`src/rtl/imem_fetch_ctrl_pkg.sv`:
```
// Shared definitions for the instruction fetch controller: widths, timeout and FSM encoding.
package imem_fetch_ctrl_pkg;

  localparam int unsigned ADDR_W_DEF  = 24;
  localparam int unsigned INS_W_DEF   = 32;
  localparam int unsigned TIMEOUT_DEF = 15;

  typedef enum logic [2:0] {
    ST_IDLE  = 3'd0,
    ST_ISSUE = 3'd1,
    ST_WAIT  = 3'd2,
    ST_HOLD  = 3'd3,
    ST_DRAIN = 3'd4
  } fetch_state_e;

endpackage

```
`src/rtl/imem_fetch_ctrl.sv`:
```
// Instruction fetch controller: one IMEM read per instruction, IR hold until decode
// accepts it, PC advance pulse, flush/redirect drain and sticky IMEM timeout flag.
module imem_fetch_ctrl
  import imem_fetch_ctrl_pkg::*;
#(
  parameter int unsigned ADDR_W  = ADDR_W_DEF,
  parameter int unsigned INS_W   = INS_W_DEF,
  parameter int unsigned TIMEOUT = TIMEOUT_DEF
) (
  input  logic              clk,
  input  logic              reset,
  input  logic              fetch_en,
  input  logic              flush,
  input  logic [ADDR_W-1:0] pc_addr,
  output logic              pc_inc,
  output logic [ADDR_W-1:0] imem_addr,
  output logic              imem_rd,
  input  logic              imem_ready,
  input  logic [INS_W-1:0]  imem_data,
  output logic [INS_W-1:0]  ir,
  output logic              ir_valid,
  input  logic              ir_accept,
  output logic              fetch_err
);

  localparam int unsigned CNT_W = $clog2(TIMEOUT + 1);

  fetch_state_e      state, state_nxt;
  logic [CNT_W-1:0]  cnt, cnt_nxt;
  logic [ADDR_W-1:0] imem_addr_nxt;
  logic              imem_rd_nxt;
  logic [INS_W-1:0]  ir_nxt;
  logic              ir_valid_nxt;
  logic              fetch_err_nxt;
  logic              timeout_hit;

  // Request outstanding with no response and the budget spent
  assign timeout_hit = !imem_ready && (cnt == CNT_W'(TIMEOUT));

  // State register
  always_ff @(posedge clk) begin
    if (reset) state <= ST_IDLE;
    else       state <= state_nxt;
  end

  // Next-state logic
  always_comb begin
    state_nxt = state;
    case (state)
      ST_IDLE:  if (fetch_en) state_nxt = ST_ISSUE;
      ST_ISSUE: begin
        if (!fetch_en)   state_nxt = ST_IDLE;
        else if (!flush) state_nxt = ST_WAIT;
      end
      ST_WAIT: begin
        if (imem_ready)       state_nxt = flush ? ST_ISSUE : ST_HOLD;
        else if (flush)       state_nxt = ST_DRAIN;
        else if (timeout_hit) state_nxt = ST_IDLE;
      end
      ST_DRAIN: begin
        if (imem_ready)       state_nxt = ST_ISSUE;
        else if (timeout_hit) state_nxt = ST_IDLE;
      end
      ST_HOLD: begin
        if (flush)          state_nxt = ST_ISSUE;
        else if (ir_accept) state_nxt = fetch_en ? ST_ISSUE : ST_IDLE;
      end
      default:              state_nxt = ST_IDLE;
    endcase
  end

  // Output logic: next values of the registered outputs plus the pc_inc strobe
  always_comb begin
    imem_addr_nxt = imem_addr;
    imem_rd_nxt   = imem_rd;
    ir_nxt        = ir;
    ir_valid_nxt  = ir_valid;
    fetch_err_nxt = fetch_err;
    cnt_nxt       = cnt;
    pc_inc        = (state == ST_HOLD) && ir_accept && !flush && !reset;
    case (state)
      ST_ISSUE: begin
        if (fetch_en && !flush) begin
          imem_addr_nxt = pc_addr;
          imem_rd_nxt   = 1'b1;
          cnt_nxt       = '0;
        end
      end
      ST_WAIT: begin
        if (imem_ready) begin
          imem_rd_nxt = 1'b0;
          if (!flush) begin
            ir_nxt       = imem_data;
            ir_valid_nxt = 1'b1;
          end
        end else if (!flush) begin
          if (timeout_hit) begin
            fetch_err_nxt = 1'b1;
            imem_rd_nxt   = 1'b0;
          end else begin
            cnt_nxt = cnt + CNT_W'(1);
          end
        end
      end
      ST_DRAIN: begin
        // Response to the abandoned request is discarded
        if (imem_ready) begin
          imem_rd_nxt = 1'b0;
        end else if (timeout_hit) begin
          fetch_err_nxt = 1'b1;
          imem_rd_nxt   = 1'b0;
        end else begin
          cnt_nxt = cnt + CNT_W'(1);
        end
      end
      ST_HOLD: begin
        if (flush || ir_accept) ir_valid_nxt = 1'b0;
      end
      default: ;
    endcase
  end

  // Datapath registers
  always_ff @(posedge clk) begin
    if (reset) begin
      imem_addr <= '0;
      imem_rd   <= 1'b0;
      ir        <= '0;
      ir_valid  <= 1'b0;
      fetch_err <= 1'b0;
      cnt       <= '0;
    end else begin
      imem_addr <= imem_addr_nxt;
      imem_rd   <= imem_rd_nxt;
      ir        <= ir_nxt;
      ir_valid  <= ir_valid_nxt;
      fetch_err <= fetch_err_nxt;
      cnt       <= cnt_nxt;
    end
  end

endmodule
```
`config.mk`:
```
export PLATFORM = sky130hd
export DESIGN_NAME = imem_fetch_ctrl
export DESIGN_NICKNAME = d
export VERILOG_FILES = /design/src/rtl/imem_fetch_ctrl_pkg.sv /design/src/rtl/imem_fetch_ctrl.sv
export SDC_FILE = /design/constraint.sdc
export NUM_CORES = 1
export LEC_CHECK = 0
export ABC_AREA = 1
export BUFFER_PORTS_ARGS = -buffer_cell sky130_fd_sc_hd__clkbuf_2
export CORE_UTILIZATION = 36
export DETAILED_ROUTE_END_ITERATION = 10
export GPL_ROUTABILITY_DRIVEN = 0
export PLACE_DENSITY = 0.74
export SYNTH_ARGS = -nofsm -noshare
export SYNTH_HDL_FRONTEND = slang
export SYNTH_SLANG_ARGS = --single-unit
```
`constraint.sdc`:
```
create_clock -name clk -period 1.47 [get_ports clk]
set_input_delay 0.2205 -clock clk [delete_from_list [all_inputs] [get_ports clk]]
set_output_delay 0.2205 -clock clk [all_outputs]
set_load 0.005 [all_outputs]
```
==> impl_metrics.csv, run 1 <==
group,metric,value,unit
critical_path,cp-start-kind,"flop",
grt,grt-busiest-layer,"met2",
die,die_y,87.37,um
grt,use_met3,0.04929,
power,pwr-share-clk,0.467,
routing,wl,6.773,mm
synth,synth_warnings,0,
routing,avgRoutedWirePerCell,11.72,um
synth,syn_nets,411,
power,sequentialPowerShare,0.436,
grt,grt_overflow,0,
die,io_pins,122,
die,die-area,0.007634,sq mm
grt,grt_use_met2,0.3175,
placed_design,post-place-ws,0.1062,ns
critical_path,critPathArrivalTime,1.18,ns
synth,ys_top_cells_by_area,"dfxtp_1 50%, nor2_1 19%, o21ai_0 9.0%, nand2_1 3.3%, o21ai_1 2.3%",
synth,synth-seq-cells,66,
routing,ant_nets,0,
cells_and_area,layout_common_cells,"130 x nor2_1, 120 x clkbuf_2, 64 x dfxtp_1",
placed_design,portBuffers,121,
power,power_density,1171,mW/mm^2
sta,skew,0.003697,ns
hold_path,min_from,"imem_data[3]",
clocking,ctsHoldBuffers,0,
sta,rsz0062_at_grt,"yes",
routing,vias,2711,
placed_design,hpwlAfterDp,4.701,mm
critical_path,crit_path_start,"state[1]",
clocking,clk_latency,0.33,ns
die,die_x,87.37,um
grt,grt_pass1_wl,10.53,mm
power,power,4302,uW
power,p_leak,0.001811,uW
sta,worst_pin_slew,0.3667,ns
power,power.share.combinational,0.097,
synth,avgSynthCellArea,7.540,sq um
sta,post-route-min-period,1.402,ns
clocking,numCtsBuffers,9,
sta,slew-limit-headroom,0.7547,
cells_and_area,regArea,0.001326,sq mm
power,swShare,0.2221,
hold_path,hp-class,"in2reg",
cells_and_area,fin_util,0.5317,
synth,netlist_area,0.002624,sq mm
die,core_area,0.006907,sq mm
critical_path,cp-end-kind,"output port",
clocking,cts_num_sinks,66,
cells_and_area,n_antenna_cell,0,
critical_path,crit_required,1.25,ns
synth,synthesis.instances,348,
routing,drc,0,
synth,yosys.area.top_type,"dfxtp_1",
sta,period_share,0.9536,
cells_and_area,final_common_cell,"nor2_1",
grt,first_global_vias,2422,
sta,fmax,713.4,MHz
die,rows,30,
power,intPower,3346,uW
cells_and_area,multi_input_area,0.001160,sq mm
status,status,"complete, no violations",
critical_path,worstPathMaxFanout,6,
routing,vias_per_cell,4.690,
clocking,cts_root_buffer,"clkbuf_8",
critical_path,r2r-start,"state[1]",
clocking,cts_tree,"done",
sta,slew_violations,0,
grt,antenna_found_initial,0,
clocking,path_clk_slew,0.08,ns
critical_path,path_class,"reg2out",
die,start_util,0.3799,
grt,use_met1,0.1954,
power,p_sw,955.5,uW
clocking,htreeDepth,3,
grt,grt_max_degree,35,
cells_and_area,area_delta_synth_final,39.96,%
routing,drt_iter0_drc,156,
cells_and_area,design_area,0.003672,sq mm
synth,ys_seq_area_frac,0.5036,
power,peakVddDrop,0.0005210,V
grt,track_usage,0.1781,
sta,finalSetupTns,0,ns
sta,fin_ws,0.06820,ns
cells_and_area,layout.nets,540,
sta,setup_viol,0,
sta,finalHoldViolCount,0,
synth,ys_types,27,
placed_design,dpl_cell_area,0.003349,sq mm
cells_and_area,drive_gt1_frac,0.3527,
cells_and_area,fillers,699,
run,max_cap_viol_count,0,
clocking,cts_buffer_depth,2,
synth,synth_top_area_share,0.5036,
routing,dr.pass1.iters,4,
-- worst paths after layout --
kind,cells after the start,end,slack (ns)
max,4,pc_inc,0.07
min,3,ir[3],0.11
max reg2reg,7,cnt[0],0.10
min reg2reg,2,fetch_err,0.45
-- final cells by class --
cell class / instances / share of cell area
Tap cell: 96 / 0.03271
Clock inverter: 6 / 0.03714
Sequential cell: 66 / 0.3612
Inverter: 16 / 0.01840
Timing Repair Buffer: 136 / 0.2000
Clock buffer: 10 / 0.03475
Multi-Input combinational cell: 248 / 0.3158
-- kinds of logic (layout without fill, tap and decap cells) --
| group | after synthesis | after routing | synth area share |
|---|---|---|---|
| buf+inv | 35 | 168 | 0.06867 |
| simple gates | 176 | 177 | 0.2856 |
| fa+ha+maj | 1 | 1 | 0.004768 |
| compound gates | 68 | 68 | 0.1307 |
| flops | 66 | 66 | 0.5036 |
| xor+xnor | 2 | 2 | 0.006677 |
-- critical path, cell delays in order, from the launching register on --
cell and delay (ns):
dfxtp_4 0.35, buf_4 0.14, nand3_4 0.09, nor4_4 0.12, buf_2 0.15
-- power groups by stage --
stage | logic (uW) | registers [uW] | clock network (uW)
global placement | 394 | 1910 | 0
detailed placement | 399 | 1920 | 0
global route | 471 | 1880 | 2130
floorplan | 203 | 1920 | 0
finish | 419 | 1880 | 2010
CTS | 407 | 1870 | 2060
-- flip-flops by register name, summed over array words and instances (netlist names) --
register,flops
cnt,4
fetch_err,1
imem_addr,24
imem_rd,1
ir,32
ir_valid,1
state,3
-- metrics by stage --
stage | cells | hold slack (ns)
after floorplan | 348 | 0.3554
after global placement | 560 | 0.4418
after detailed placement | 560 | 0.4475
after CTS | 577 | 0.09474
after global routing | 578 | 0.1024
final | 578 | 0.1108
-- what timing repair did --
action | in CTS | in global routing
gates cloned | 0 | 1
setup buffers | 1 | 0
resized for setup | 5 | 7
pin swaps | 0 | 1
setup endpoints to repair | 1 | 28
-- synthesized netlist by cell type (all sizes together) --
cell / count
nand3: 12
ha: 1
buf: 13
dfxtp: 66
nand4: 5
a21oi: 8
inv: 15
o21a: 1
nor2: 132
xor2: 1
nor4: 1
xnor2: 1
o21ai: 59
nand2: 26
clkinv: 1
clkbuf: 6
-- per-layer routing --
| metal | share of wire | routed length, um |
|---|---|---|
| met1 | 0.44 | 2968 |
| met5 | 0 | 0 |
| met4 | 0.0096 | 65 |
| met3 | 0.083 | 561 |
| met2 | 0.47 | 3177 |
No activity file was read; power rests on OpenSTA's default activity.
==> inputs of run 2 (changes only) <==
--- a/config.mk
+++ b/config.mk
@@ -5,12 +5,12 @@
 export SDC_FILE = /design/constraint.sdc
 export NUM_CORES = 1
 export LEC_CHECK = 0
-export ABC_AREA = 1
+export ABC_AREA = 0
 export BUFFER_PORTS_ARGS = -buffer_cell sky130_fd_sc_hd__clkbuf_2
 export CORE_UTILIZATION = 36
 export DETAILED_ROUTE_END_ITERATION = 10
 export GPL_ROUTABILITY_DRIVEN = 0
-export PLACE_DENSITY = 0.74
+export PLACE_DENSITY = 0.75
 export SYNTH_ARGS = -nofsm -noshare
 export SYNTH_HDL_FRONTEND = slang
 export SYNTH_SLANG_ARGS = --single-unit
==> run 2 against run 1 <==
Compared with the run above: the run now ends with setup timing left; cell count fell by 2.1%; utilization up 2.2 points; design area is 2.4% higher; clock skew is 0.0013 ns higher; worst hold slack worse by 0.014 ns; via count fell by 1.3%; critical path depth up 1; first-iteration DRC count decreased by 46%; area after synthesis decreased by 3.9%; global-route usage grew 0.20 points; maximum frequency down 11%; largest power group is now registers; sequential share of layout area is 0.74 points lower.
==> impl_metrics.csv, run 2 <==
group,metric,value,unit
clocking,cts_root_buffer,"clkbuf_8",
cells_and_area,final_common_cell,"clkbuf_2",
sta,finalSetupTns,-0.4145,ns
sta,slew_violations,0,
hold_path,hp-class,"in2reg",
critical_path,ff2ff_setup_slack,-0.07,ns
grt,grt_max_degree,33,
critical_path,crit_chain,"nor2b_1 -> buf_4 -> nand2_2 -> nor4b_2 -> buf_2",
die,io_pins,122,
critical_path,cp-start-kind,"flop",
critical_path,crit_required,1.25,ns
sta,period_share,1.069,
cells_and_area,largest_reg_flops,32,
cells_and_area,reg_top3,"ir: 32 flops, imem_addr: 24 flops, cnt: 4 flops",
clocking,cts_buffer_depth,2,
critical_path,r2r_end,"cnt[3]",
die,start_util,0.3711,
synth,synthArstFlopShare,0,
grt,first_global_vias,2382,
synth,synthTopCellsByCount,"117 x nand2_1, 66 x dfxtp_1, 59 x a21oi_1",
critical_path,path_class,"reg2out",
clocking,path_clk_slew,0.07,ns
critical_path,reg2reg_depth,6,
synth,synth_top_area_share,0.5241,
grt,track_usage,0.1801,
synth,syn_nets,387,
sta,slew-limit-headroom,0.7854,
routing,dr.pass1.iters,5,
clocking,numCtsBuffers,9,
status,status,"complete, but fails checks",
critical_path,slowest_delay,0.36,ns
synth,synth-seq-cells,66,
critical_path,cpMaxStageDelayCell,"dfxtp_2",
sta,fmax,636.2,MHz
die,core_area,0.006794,sq mm
critical_path,worstPathMaxFanout,3,
cells_and_area,layout.nets,528,
sta,rsz0062_at_grt,"yes",
sta,finalHoldViolCount,0,
sta,post-route-min-period,1.572,ns
die,die_x,85.69,um
routing,ant_nets,0,
sta,fin_ws,-0.1019,ns
routing,drt_iter0_drc,85,
synth,synth_edf_count,0,
grt,grt_overflow,0,
routing,wl,6.746,mm
power,p_leak,0.001590,uW
power,peakVddDrop,0.0006469,V
placed_design,dp_cells,545,
clocking,cts_num_sinks,66,
synth,netlist_area,0.002521,sq mm
sta,worst_pin_slew,0.3218,ns
sta,holdWs,0.09665,ns
clocking,htreeDepth,3,
placed_design,post-place-ws,-0.1059,ns
cells_and_area,final_cells,566,
synth,ys_top_cells_by_area,"dfxtp_1 52%, nand2_1 17%, a21oi_1 12%, clkbuf_1 2.5%, nor2_1 2.1%",
sta,skew,0.004954,ns
status,violations,"setup timing",
hold_path,whs_path_depth,3,
cells_and_area,area_delta_synth_final,49.13,%
synth,synth_ff_type,"dfxtp_1",
hold_path,min_to,"ir[4]",
cells_and_area,layout_common_cells,"120 x clkbuf_2, 116 x nand2_1, 61 x dfxtp_1",
synth,ys_seq_area_frac,0.5241,
critical_path,r2r-start,"state[1]",
critical_path,critPathArrivalTime,1.35,ns
die,die-area,0.007342,sq mm
sta,setup_viol,18,
power,power_density,969.7,mW/mm^2
clocking,clk_latency,0.34,ns
routing,vias,2677,
cells_and_area,top_register,"ir",
critical_path,cp-end-kind,"output port",
hold_path,min_from,"imem_data[4]",
die,die_y,85.69,um
placed_design,hpwlAfterDp,4.568,mm
synth,yosys.area.top_type,"dfxtp_1",
cells_and_area,n_antenna_cell,0,
power,power,3646,uW
grt,grt_pass1_wl,10.38,mm
routing,avgRoutedWirePerCell,11.92,um
synth,synthesis.instances,324,
synth,synth_most_common_cell,"nand2_1",
clocking,cts_tree,"done",
cells_and_area,drive_gt1_frac,0.4170,
run,max_cap_viol_count,0,
synth,avgSynthCellArea,7.781,sq um
grt,antenna_found_initial,0,
critical_path,crit_path_start,"state[1]",
routing,vias_per_cell,4.730,
die,rows,30,
synth,ys_types,33,
routing,drc,0,
placed_design,portBuffers,121,
synth,synth_warnings,0,
run 2: cell types whose count changed after synthesis, moves of 11 or more:
cell,delta
a21oi_1,+51
o21ai_1,-12
nand2_1,+94
clkbuf_1,+11
o21ai_0,-41
nor2_1,-116
run 2: cell families after synthesis:
logic type	Yosys count	synth area share
mux	2	0.008437
simple gates	153	0.2551
fa+ha+maj	2	0.008932
buf+inv	26	0.04119
compound gates	75	0.1623
flops	66	0.5241
run 2: per-layer routing:
metal | vias to the layer above | routed length, um | GRT usage
met4 | 0 | 108 | 0.08485
li1 | 1357 | - | -
met3 | 10 | 593 | 0.06833
met1 | 1180 | 2897 | 0.1953
met5 | - | 0 | 0
met2 | 130 | 3145 | 0.3105
run 2: how the worst max path moves through the flow:
stage | endpoint | slack (ns) | cells past startpoint
after global routing | pc_inc | -0.21 | 5
after detailed placement | cnt[3] | -0.11 | 6
final | pc_inc | -0.10 | 5
after CTS | pc_inc | -0.13 | 5
after floorplan | cnt[3] | -0.07 | 6
after global placement | cnt[3] | -0.06 | 6
run 2: layout make-up:
type                    instances  area [sq um]
clock buffers                  12         165.2
clock inverters                 4         25.02
fillers                       636          3034
inverters                       4         15.01
multi-input cells             232          1191
flip-flops and latches         66          1330
well taps                      96         120.1
repair buffers                152         913.4
run 2: power by group:
part           switching (uW)  total, uW  internal (uW)
Sequential               25.0       1850           1820
Combinational             195        383            188
Clock                     672       1420            744
run 2: what timing repair did:
item                       4_1_cts  5_1_grt
setup buffers                    2        1
hold buffers                     0        0
gates cloned                     0        2
resized for setup                9       17
pin swaps                        5        1
setup endpoints to repair       28       57
run 2: stage by stage:
stage	util	instance area (sq um)
after floorplan	-	2551
after global placement	0.5035	3421
after detailed placement	0.5035	3421
after CTS	0.5378	3654
after global routing	0.5534	3760
final	0.5534	3760
run 2: worst max-delay path: cells and delay by family, from the launching register on:
family	cells	cell delay, ns
buffers and inverters	2	0.28
and+or+nand+nor	3	0.38
DFF	1	0.36
